$ cat src/rtl/noc_input_port.sv
// Router input stage: flit FIFO plus XY route computation, locking the route for a wormhole packet.
// Orphan body/tail flits at the front while idle are dropped and flagged on the sticky err output.
module noc_input_port #(
    parameter int unsigned FLIT_W  = 64,
    parameter int unsigned DEPTH   = 4,
    parameter int unsigned COORD_W = 4,
    parameter int unsigned MY_X    = 0,
    parameter int unsigned MY_Y    = 0
) (
    input  logic                       clk,
    input  logic                       rst,
    input  logic [FLIT_W-1:0]          in_flit,
    input  logic                       in_valid,
    output logic                       in_ready,
    output logic [FLIT_W-1:0]          out_flit,
    output logic                       out_valid,
    output logic [4:0]                 out_port,
    input  logic                       out_ready,
    output logic [$clog2(DEPTH):0]     occupancy,
    output logic                       err
);

    localparam int unsigned PtrW = $clog2(DEPTH);
    localparam int unsigned CntW = PtrW + 1;
    localparam logic [COORD_W-1:0] MyX = COORD_W'(MY_X);
    localparam logic [COORD_W-1:0] MyY = COORD_W'(MY_Y);

    localparam logic [1:0] TypeBody   = 2'b00;
    localparam logic [1:0] TypeHead   = 2'b01;
    localparam logic [1:0] TypeTail   = 2'b10;
    localparam logic [1:0] TypeSingle = 2'b11;

    typedef enum logic [0:0] {StIdle, StLocked} state_e;

    logic [FLIT_W-1:0]  mem_q [DEPTH];
    logic [PtrW-1:0]    wr_ptr_q, wr_ptr_d, rd_ptr_q, rd_ptr_d;
    logic [CntW-1:0]    count_q, count_d;
    state_e             state_q, state_d;
    logic [4:0]         locked_q, locked_d;
    logic               err_q, err_d;

    logic               full, empty, push, pop, drop, deq;
    logic [FLIT_W-1:0]  front;
    logic [1:0]         ftype;
    logic [4:0]         front_route;

    function automatic logic [4:0] xy_route(input logic [COORD_W-1:0] dx,
                                            input logic [COORD_W-1:0] dy);
        logic [4:0] r;
        if (dx > MyX)      r = 5'b00010;
        else if (dx < MyX) r = 5'b01000;
        else if (dy > MyY) r = 5'b00100;
        else if (dy < MyY) r = 5'b00001;
        else               r = 5'b10000;
        return r;
    endfunction

    assign full        = (count_q == CntW'(DEPTH));
    assign empty       = (count_q == '0);
    assign front       = mem_q[rd_ptr_q];
    assign ftype       = front[FLIT_W-1 -: 2];
    assign front_route = xy_route(front[FLIT_W-3 -: COORD_W],
                                  front[FLIT_W-3-COORD_W -: COORD_W]);

    assign in_ready  = !rst && !full;
    assign push      = in_valid && in_ready;
    assign pop       = out_valid && out_ready;
    assign deq       = pop || drop;
    assign out_flit  = front;
    assign occupancy = rst ? '0 : count_q;
    assign err       = err_q;

    always_comb begin
        out_valid = 1'b0;
        out_port  = 5'b0;
        drop      = 1'b0;
        state_d   = state_q;
        locked_d  = locked_q;
        err_d     = err_q;
        if (!rst && !empty) begin
            unique case (state_q)
                StIdle: begin
                    if (ftype == TypeHead || ftype == TypeSingle) begin
                        out_valid = 1'b1;
                        out_port  = front_route;
                        if (out_ready && ftype == TypeHead) begin
                            locked_d = front_route;
                            state_d  = StLocked;
                        end
                    end else begin
                        // Orphan body/tail: discard without presenting it.
                        drop  = 1'b1;
                        err_d = 1'b1;
                    end
                end
                StLocked: begin
                    out_valid = 1'b1;
                    out_port  = locked_q;
                    if (out_ready) begin
                        if (ftype == TypeHead || ftype == TypeSingle) err_d = 1'b1;
                        if (ftype == TypeTail || ftype == TypeSingle) state_d = StIdle;
                    end
                end
                default: state_d = StIdle;
            endcase
        end
    end

    always_comb begin
        wr_ptr_d = push ? wr_ptr_q + PtrW'(1) : wr_ptr_q;
        rd_ptr_d = deq ? rd_ptr_q + PtrW'(1) : rd_ptr_q;
        count_d  = count_q + CntW'(push) - CntW'(deq);
    end

    always_ff @(posedge clk) begin
        if (rst) begin
            wr_ptr_q <= '0;
            rd_ptr_q <= '0;
            count_q  <= '0;
            state_q  <= StIdle;
            locked_q <= 5'b0;
            err_q    <= 1'b0;
        end else begin
            wr_ptr_q <= wr_ptr_d;
            rd_ptr_q <= rd_ptr_d;
            count_q  <= count_d;
            state_q  <= state_d;
            locked_q <= locked_d;
            err_q    <= err_d;
        end
    end

    always_ff @(posedge clk) begin
        if (push) mem_q[wr_ptr_q] <= in_flit;
    end

    // TypeBody is named for readability of the decode only.
    logic unused_body;
    assign unused_body = ^TypeBody;

endmodule

$ cat config.mk
export PLATFORM = sky130hd
export DESIGN_NAME = noc_input_port
export DESIGN_NICKNAME = d
export VERILOG_FILES = /design/src/rtl/noc_input_port.sv
export SDC_FILE = /design/constraint.sdc
export NUM_CORES = 1
export LEC_CHECK = 0
export ABC_AREA = 0
export CAP_MARGIN = 5
export CORE_MARGIN = 3
export CORE_UTILIZATION = 45
export DETAILED_ROUTE_END_ITERATION = 10
export PLACE_DENSITY = 0.71
export SLEW_MARGIN = 30
export SYNTH_ARGS = -nofsm -noshare
export SYNTH_HDL_FRONTEND = slang
export SYNTH_SLANG_ARGS = --single-unit
$ cat constraint.sdc
create_clock -name clk -period 3.22 [get_ports clk]
set_clock_uncertainty 0.05 [all_clocks]
set_input_delay 0.322 -clock clk [delete_from_list [all_inputs] [get_ports clk]]
set_output_delay 0.322 -clock clk [all_outputs]
set_load 0.02 [all_outputs]
==> results.yml, run 1 <==
clock_tree:
  cts_htree_levels: 1
  cts_hold_buf: 0
  cts_num_sinks: 270
  clk-insertion-delay-late_ns: 0.52
  cts_buffers: 28
  ctsLongestPathBuffers: 3
  cts_tree: "done"
  clk_pin_slew_ns: 0.06
  cts_root_buf: "clkbuf_16"
setup_path:
  slowest_delay_ns: 0.59
  cp.arrival_ns: 2.72
  critPathCaptureType: "primary output"
  cp-start-kind: "register"
  required_ns: 2.85
  critPathSlowestCell: "or4_1"
  path_class: "reg -> out"
  critPathMaxFanout: 12
  worstPathCellList: "buf_12, mux4_2, or4_1, nand3_1, a21oi_1, dlygate4sd2_1"
sta:
  fin_tns_setup_ns: 0
  setup_viol: 0
  final-hold-violation-count: 0
  worstMarginPinSlew_ns: 0.5658
  hold_ws_ns: 0.3805
  fin_crit_ns: 3.092
  fin_crit_sh_pct: 96.04
  rsz0062_at_grt: "no"
  maxSlewViolCount: 0
  fmax_mhz: 323.4
  slew_headroom_pct: 61.99
global_route:
  first_global_vias: 5178
  overflow: 0
  grt_antenna_before_repair: 0
  grtUsageTotal_pct: 15.73
  grt_first_pass_wirelength_mm: 29.43
  grt_max_degree: 65
placement:
  hpwl_mm: 11.96
  place_area_sq_um: 11870
  place.gp.congestion: 0.8287
  port_buffers: 140
logic_synthesis:
  yosysWarnings: 0
  synth-seq-area-share_pct: 79.56
  synth_seq_cells: 270
  synth_cell_types: 35
  syn_inst: 431
  synth_common_cells: "edfxtp_1, mux4_2, dfxtp_1, nor2_1, inv_1"
  ys_async_sr_fraction_pct: 0
  synthTopCellsByArea: "edfxtp_1, mux4_2, dfxtp_1, ha_1, mux4_1"
  synth_edf_count: 256
  syn_area_sq_um: 10010
  synth_top_area_share_pct: 76.76
  synth_top_cell_by_area: "edfxtp_1"
  synth_ff_type: "edfxtp_1"
  synth.avg_cell_area_sq_um: 23.24
  yosysMostFrequentCell: "edfxtp_1"
final_layout:
  final_layout_size_suffix_gt1_share_pct: 20.93
  nets: 677
  regArea_sq_um: 7975
  multi_input_area_sq_um: 1944
  area.growth.synth_to_final_pct: 27.86
  fin_area_sq_um: 12800
  nFillCells: 1515
die:
  die_h_um: 155.2
  die_w_um: 155.2
  start_util_pct: 46.76
  design.portCount: 143
  core-area_sq_um: 21420
  num_rows: 53
  die_area_sq_um: 24080
drt:
  viasPerCell: 5.386
  antenna_left: 0
  dr.pass1.iters: 4
  vias: 4831
  totalWireLength_mm: 19.12
  route.detailed.drc: 0
  wl_per_cell_um: 21.31
  drtIter0Drc: 286
power:
  peakVddDrop_uv: 454.2
  power.leakage_nw: 4.086
  power_density_nw_per_um2: 749.2
job:
  maxCapViolCount: 0
worst_hold_path:
  hp-class: "in -> reg"
run_status:
  outcome: "completed"
cells by family after synthesis:
logic type	after synthesis	share of synthesized area, %
flops	270	79.56
mux	64	14.51
simple gates	41	2.236
buf+inv	28	1.287
compound gates	14	0.8621
fa+ha+maj	8	1.074
xor+xnor	5	0.4373
other cells	1	0.03745
metal layers:
layer | GRT usage (%) | part of all wire [%] | vias up
met5 | 0 | 0 | -
met3 | 4.200 | 8.0 | 34
li1 | - | - | 2137
met4 | 3.835 | 2.0 | 0
met2 | 26.51 | 49 | 180
met1 | 20.71 | 41 | 2480
cell usage in the layout (no fill, tap or decap), drive strengths merged, types with 7 or more instances in the layout:
cell type        n
edfxtp         256
clkbuf          36
clkdlybuf4s50  137
clkinv           9
inv             10
dfxtp           14
buf             17
ha               7
mux4            64
nor2            12
final cells by class:
type / count / share of cell area [%]
multi-input combinational: 134 / 15.18
clock buffer: 36 / 5.873
inverter: 10 / 0.2931
antenna: 1 / 0.01954
tap: 275 / 2.687
sequential: 270 / 62.28
timing repair buffer: 157 / 12.50
clock inverter: 14 / 1.163
flip-flops by register name, indices dropped and copies added, names as in the netlist, named ones only:
name      cells
rd_ptr_q      2
mem_q       256
state_q       1
wr_ptr_q      2
locked_q      3
err           1
count_q       3
per-stage QoR:
step | instances | worst slack, ns | util [%] | total power, mW
6_report | 897 | 0.1275 | 59.78 | 9.594
3_3_place_gp | 844 | 0.2711 | 55.39 | 6.496
5_1_grt | 896 | 0.01714 | 59.77 | 9.998
3_5_place_dp | 844 | 0.1915 | 55.39 | 6.537
4_1_cts | 894 | 0.02009 | 59.68 | 9.703
2_1_floorplan | 432 | 0.1001 | - | 5.577
timing repair:
item	CTS	global route
pin swaps	0	0
buffers inserted	0	2
gates cloned	0	0
gates resized for setup	7	1
setup endpoints to repair	3	2
power by group:
group | internal [mW] | switching (mW)
clock | 1.88 | 1.25
combinational | 1.17 | 1.13
sequential | 4.08 | 0.0840
total | 7.13 | 2.47
critical path: cells and delay by family, from the launching register on:
| kind | cells | cell delay [ns] |
|---|---|---|
| AOI/OAI and AO/OA | 1 | 0.07 |
| DFF | 1 | 0.39 |
| buffers and inverters | 2 | 0.48 |
| and+or+nand+nor | 2 | 0.70 |
| muxes | 1 | 0.56 |
final timing paths:
check               from            to  slack, ns  cells after the start
min          in_flit[26]  mem_q[1][26]       0.38                      1
max             register   out_port[1]       0.13                      6
max reg2reg     register    count_q[2]       0.31                     13
min reg2reg  locked_q[1]   locked_q[1]       0.43                      2
No activity file was read; power rests on OpenSTA's default activity.
==> run 2, diff against run 1 <==
Clock period 3.22 ns to 2.6 ns, I/O delays scaled along.
==> run 2 against run 1 <==
- the flow now finishes with violations (negative setup slack)
- register-to-register slack worse by 0.32 ns
- routed wire length up 1.2%
- critical path type unchanged
- worst hold slack lost 0.068 ns
- via count is 1.4% higher
- sequential power rose by 24%
- final area rose by 1.4%
==> results.yml, run 2 (synthesized netlist as in run 1, its figures left out) <==
power:
  comb_power_share_pct: 25.5
  p_total_mw: 11.79
  p_int_mw: 8.646
  p_sw_share_pct: 26.68
  switchingPower_mw: 3.147
  p_seq_share_pct: 43.7
  peakVddDrop_uv: 504.2
  pwr-share-clk_pct: 30.9
  power_density_nw_per_um2: 908.0
  power.leakage_nw: 4.377
clock_tree:
  cts_root_buf: "clkbuf_16"
  cts_hold_buf: 0
  cts_buffers: 27
  cts_num_sinks: 270
  ctsLongestPathBuffers: 3
  clk_pin_slew_ns: 0.06
  cts_htree_levels: 1
  cts_tree: "done"
  clk-insertion-delay-late_ns: 0.53
die:
  design.portCount: 143
  core-area_sq_um: 21420
  die_w_um: 155.2
  start_util_pct: 46.76
  die_h_um: 155.2
  num_rows: 53
  die_area_sq_um: 24080
run_status:
  outcome: "finished with violations"
  violations: "negative setup slack"
sta:
  maxSlewViolCount: 0
  fin_crit_ns: 2.741
  rsz0062_at_grt: "yes"
  setup_slack_ns: -0.1409
  final-hold-violation-count: 0
  fmax_mhz: 364.8
  fin_crit_sh_pct: 105.4
  setup_viol: 4
drt:
  antenna_left: 0
  viasPerCell: 5.326
  vias: 4900
  totalWireLength_mm: 19.34
  wl_per_cell_um: 21.03
  route.detailed.drc: 0
  drtIter0Drc: 251
  dr.pass1.iters: 4
setup_path:
  critPathMaxFanout: 8
  reg2reg_slack_ns: -0.01
  cp-start-kind: "register"
  critPathCaptureType: "primary output"
  required_ns: 2.29
  cp.arrival_ns: 2.43
  path_class: "reg -> out"
final_layout:
  n_antenna_cell: 0
  regMostFlops: "mem_q"
  nets: 700
  area.growth.synth_to_final_pct: 29.69
  final_cell_mix: "edfxtp_1, clkdlybuf4s50_1, mux4_2"
  mostFrequentLayoutCell: "edfxtp_1"
  final_layout_size_suffix_gt1_share_pct: 32.25
  finish.utilization_pct: 60.63
  nFillCells: 1543
  largest_reg_flops: 256
  biggestRegsByFlops: "mem_q: 256 flops, count_q: 3 flops, locked_q: 3 flops"
worst_hold_path:
  hp-class: "in -> reg"
placement:
  place.gp.congestion: 0.7845
  hpwl_mm: 12.14
  port_buffers: 140
global_route:
  grtUsageTotal_pct: 16.15
  grt_max_degree: 43
  first_global_vias: 5225
  grt_first_pass_wirelength_mm: 30.04
  grt_antenna_before_repair: 1
  overflow: 0
job:
  maxCapViolCount: 0
run 2: final timing paths:
check	from	to	cells after the start
worst max-delay path	register	out_port[1]	6
worst max register to register	register	count_q[2]	13
worst min register to register	err	err	2
worst min-delay path	in_flit[29]	mem_q[1][29]	1
run 2: repair_timing:
item,4_1_cts,5_1_grt
cloned,3,0
hold endpoints to repair,0,0
setup endpoints to repair,61,40
pin swaps,8,5
gates resized for setup,141,33
buffers inserted,5,1
run 2: final cells by class:
class | instances | area [sq um] | share of cell area (%)
clock buffer | 33 | 728.2 | 5.607
multi-input combinational | 134 | 1986 | 15.29
timing repair buffer | 181 | 1792 | 13.80
sequential | 270 | 7975 | 61.41
inverter | 10 | 37.54 | 0.2890
tap | 275 | 344.1 | 2.649
clock inverter | 17 | 125.1 | 0.9634
run 2: layer usage:
layer / GRT usage [%] / up-vias / wire length [um]
li1: - / 2182 / -
met1: 21.33 / 2523 / 7861
met2: 27.56 / 155 / 9848
met3: 3.338 / 38 / 1201
met4: 4.544 / 2 / 423
met5: 0 / - / 9
run 2: per-stage QoR:
step	setup TNS, ns	area, sq um	std cells	hold slack, ns	setup slack, ns
after CTS	-3.184	13020	919	0.2889	-0.1865
after detailed placement	-0.3513	12090	861	0.4187	-0.1093
final	-0.3082	12990	920	0.3121	-0.1409
after floorplan	-0.2554	10040	432	0.3089	-0.2239
after global routing	-0.8187	12990	920	0.3020	-0.2112
after global placement	-0.2197	12090	861	0.3996	-0.1067
run 2: critical path, cell delays in order (launching register included):
cell and delay (ns):
dfxtp_4 0.37, buf_12 0.13, mux4_2 0.53, or4_4 0.58, nand3_2 0.10, a21oi_2 0.05
buf_4 0.15
run 2: power groups by stage:
| stage | Clock [mW] | Sequential, mW | Combinational (mW) |
|---|---|---|---|
| after floorplan | 0 | 5.21 | 1.71 |
| after global placement | 0 | 5.21 | 2.97 |
| after detailed placement | 0 | 5.24 | 3.00 |
| after CTS | 3.74 | 5.15 | 3.09 |
| after global routing | 3.90 | 5.17 | 3.20 |
| final | 3.64 | 5.15 | 3.00 |
==> run 3, diff against run 2 <==
Settings changed: MAX_ROUTING_LAYER set to met4.
==> run 3 against run 2 <==
- combinational power hardly changed
- largest cell class unchanged
- sequential cell count stayed put
- total power barely moved
- register-to-register slack about the same
- sequential power barely moved
- global-route usage grew 0.51 points
- worst hold slack is essentially flat
- core utilization hardly changed
- the run still ends with negative setup slack left
- worst setup slack worse by 0.00062 ns
- clock power is essentially flat
- die area unchanged
==> results.yml, run 3 (synthesized netlist as in run 1, its figures left out) <==
setup_path:
  cp-start-kind: "register"
  path_class: "reg -> out"
  worstPathCellList: "buf_12, mux4_2, or4_4, nand3_2, a21oi_2, buf_4"
  slowest_delay_ns: 0.58
  critPathMaxFanout: 8
  critPathCaptureType: "primary output"
  required_ns: 2.29
  cp.arrival_ns: 2.43
  path_buf_inv: 2
  critical-path-top-delay-family: "simple AND/OR/NAND/NOR gates"
  critPathSlowestCell: "or4_4"
global_route:
  grt_max_degree: 43
  grt_first_pass_wirelength_mm: 30.04
  overflow: 0
  first_global_vias: 5233
  grt_antenna_before_repair: 1
  grtUsageTotal_pct: 16.66
drt:
  route.detailed.drc: 0
  vias: 4885
  viasPerCell: 5.304
  wl_per_cell_um: 20.97
  totalWireLength_mm: 19.31
  dr.pass1.iters: 4
  drtIter0Drc: 238
  antenna_left: 0
clock_tree:
  cts_num_sinks: 270
  ctsLongestPathBuffers: 3
  cts_root_buf: "clkbuf_16"
  cts_htree_levels: 1
  clk-insertion-delay-late_ns: 0.53
  cts_buffers: 27
  clk_pin_slew_ns: 0.06
  cts_tree: "done"
  cts_hold_buf: 0
final_layout:
  mostFrequentLayoutCell: "edfxtp_1"
  finish.utilization_pct: 60.65
  area.growth.synth_to_final_pct: 29.71
  final_layout_size_suffix_gt1_share_pct: 32.25
  regMostFlops: "mem_q"
  final_cell_mix: "edfxtp_1, clkdlybuf4s50_1, mux4_2"
  nets: 700
  largest_reg_flops: 256
  biggestRegsByFlops: "mem_q: 256 flops, count_q: 3 flops, locked_q: 3 flops"
sta:
  hold_ws_ns: 0.3118
  fmax_mhz: 364.8
  fin_tns_setup_ns: -0.3097
  setup_viol: 4
  fin_crit_ns: 2.742
  final-hold-violation-count: 0
  maxSlewViolCount: 0
  setup_slack_ns: -0.1415
  rsz0062_at_grt: "yes"
  fin_crit_sh_pct: 105.4
die:
  design.portCount: 143
  die_area_sq_um: 24080
  core-area_sq_um: 21420
  num_rows: 53
  die_h_um: 155.2
  start_util_pct: 46.76
  die_w_um: 155.2
placement:
  port_buffers: 140
  hpwl_mm: 12.14
  place.gp.congestion: 0.7954
run_status:
  outcome: "finished with violations"
  violations: "negative setup slack"
job:
  maxCapViolCount: 0
power:
  peakVddDrop_uv: 505.8
  power_density_nw_per_um2: 908.1
  power.leakage_nw: 4.377
worst_hold_path:
  hp-class: "in -> reg"
==> run 3: cell count changes in the layout (fill, tap and decap cells not counted), sizes merged <==
cell | before | now
diode | 0 | 1
==> run 3: worst register-to-register path: stages (launching register included) <==
cell	delay [ns]
dfxtp_4	0.37
mux4_2	0.52
inv_2	0.09
ha_4	0.13
nor2_2	0.04
nor3_2	0.14
ha_1	0.26
inv_1	0.06
ha_1	0.12
inv_1	0.05
fa_2	0.33
xor2_1	0.17
xnor2_1	0.14
nor2_1	0.05
==> run 3: worst paths after layout <==
path,depth (start not counted),startpoint,end,slack [ns]
worst max register to register,13,register,count_q[2],-0.01
worst max-delay path,6,register,out_port[1],-0.14
worst min-delay path,1,in_flit[29],mem_q[1][29],0.31
worst min register to register,2,err,err,0.43
==> run 3: layer usage <==
metal | GRT usage, % | routed length (um) | vias up
met5 | - | 0 | -
met4 | 4.544 | 414 | 0
met3 | 3.199 | 1105 | 37
met2 | 27.62 | 9887 | 139
met1 | 21.45 | 7904 | 2524
li1 | - | - | 2185
==> run 3: stage by stage <==
step	instance area (sq um)	setup slack, ns	std cells	power, mW
global route	12990	-0.2110	921	12.28
finish	12990	-0.1415	921	11.80
global placement	12090	-0.1067	861	8.184
CTS	13020	-0.1865	919	11.98
floorplan	10040	-0.2239	432	6.915
detailed placement	12090	-0.1093	861	8.241
==> run 3: final cells by class <==
cell class	count	area, sq um
Clock buffer	33	728.2
Clock inverter	17	125.1
Tap cell	275	344.1
Timing Repair Buffer	181	1792
Multi-Input combinational cell	134	1986
Antenna cell	1	2.502
Fill cell	1542	8429
Inverter	10	37.54
Sequential cell	270	7975
==> run 3: report_power, final <==
group | switching [mW] | internal [mW]
combinational | 1.50 | 1.51
clock | 1.55 | 2.09
sequential | 0.102 | 5.05
==> run 3: what timing repair did <==
action | CTS | global route
endpoints found under the setup margin | 61 | 40
pin swaps | 8 | 5
resized for setup | 141 | 33
gates cloned | 3 | 0
setup buffers | 5 | 1
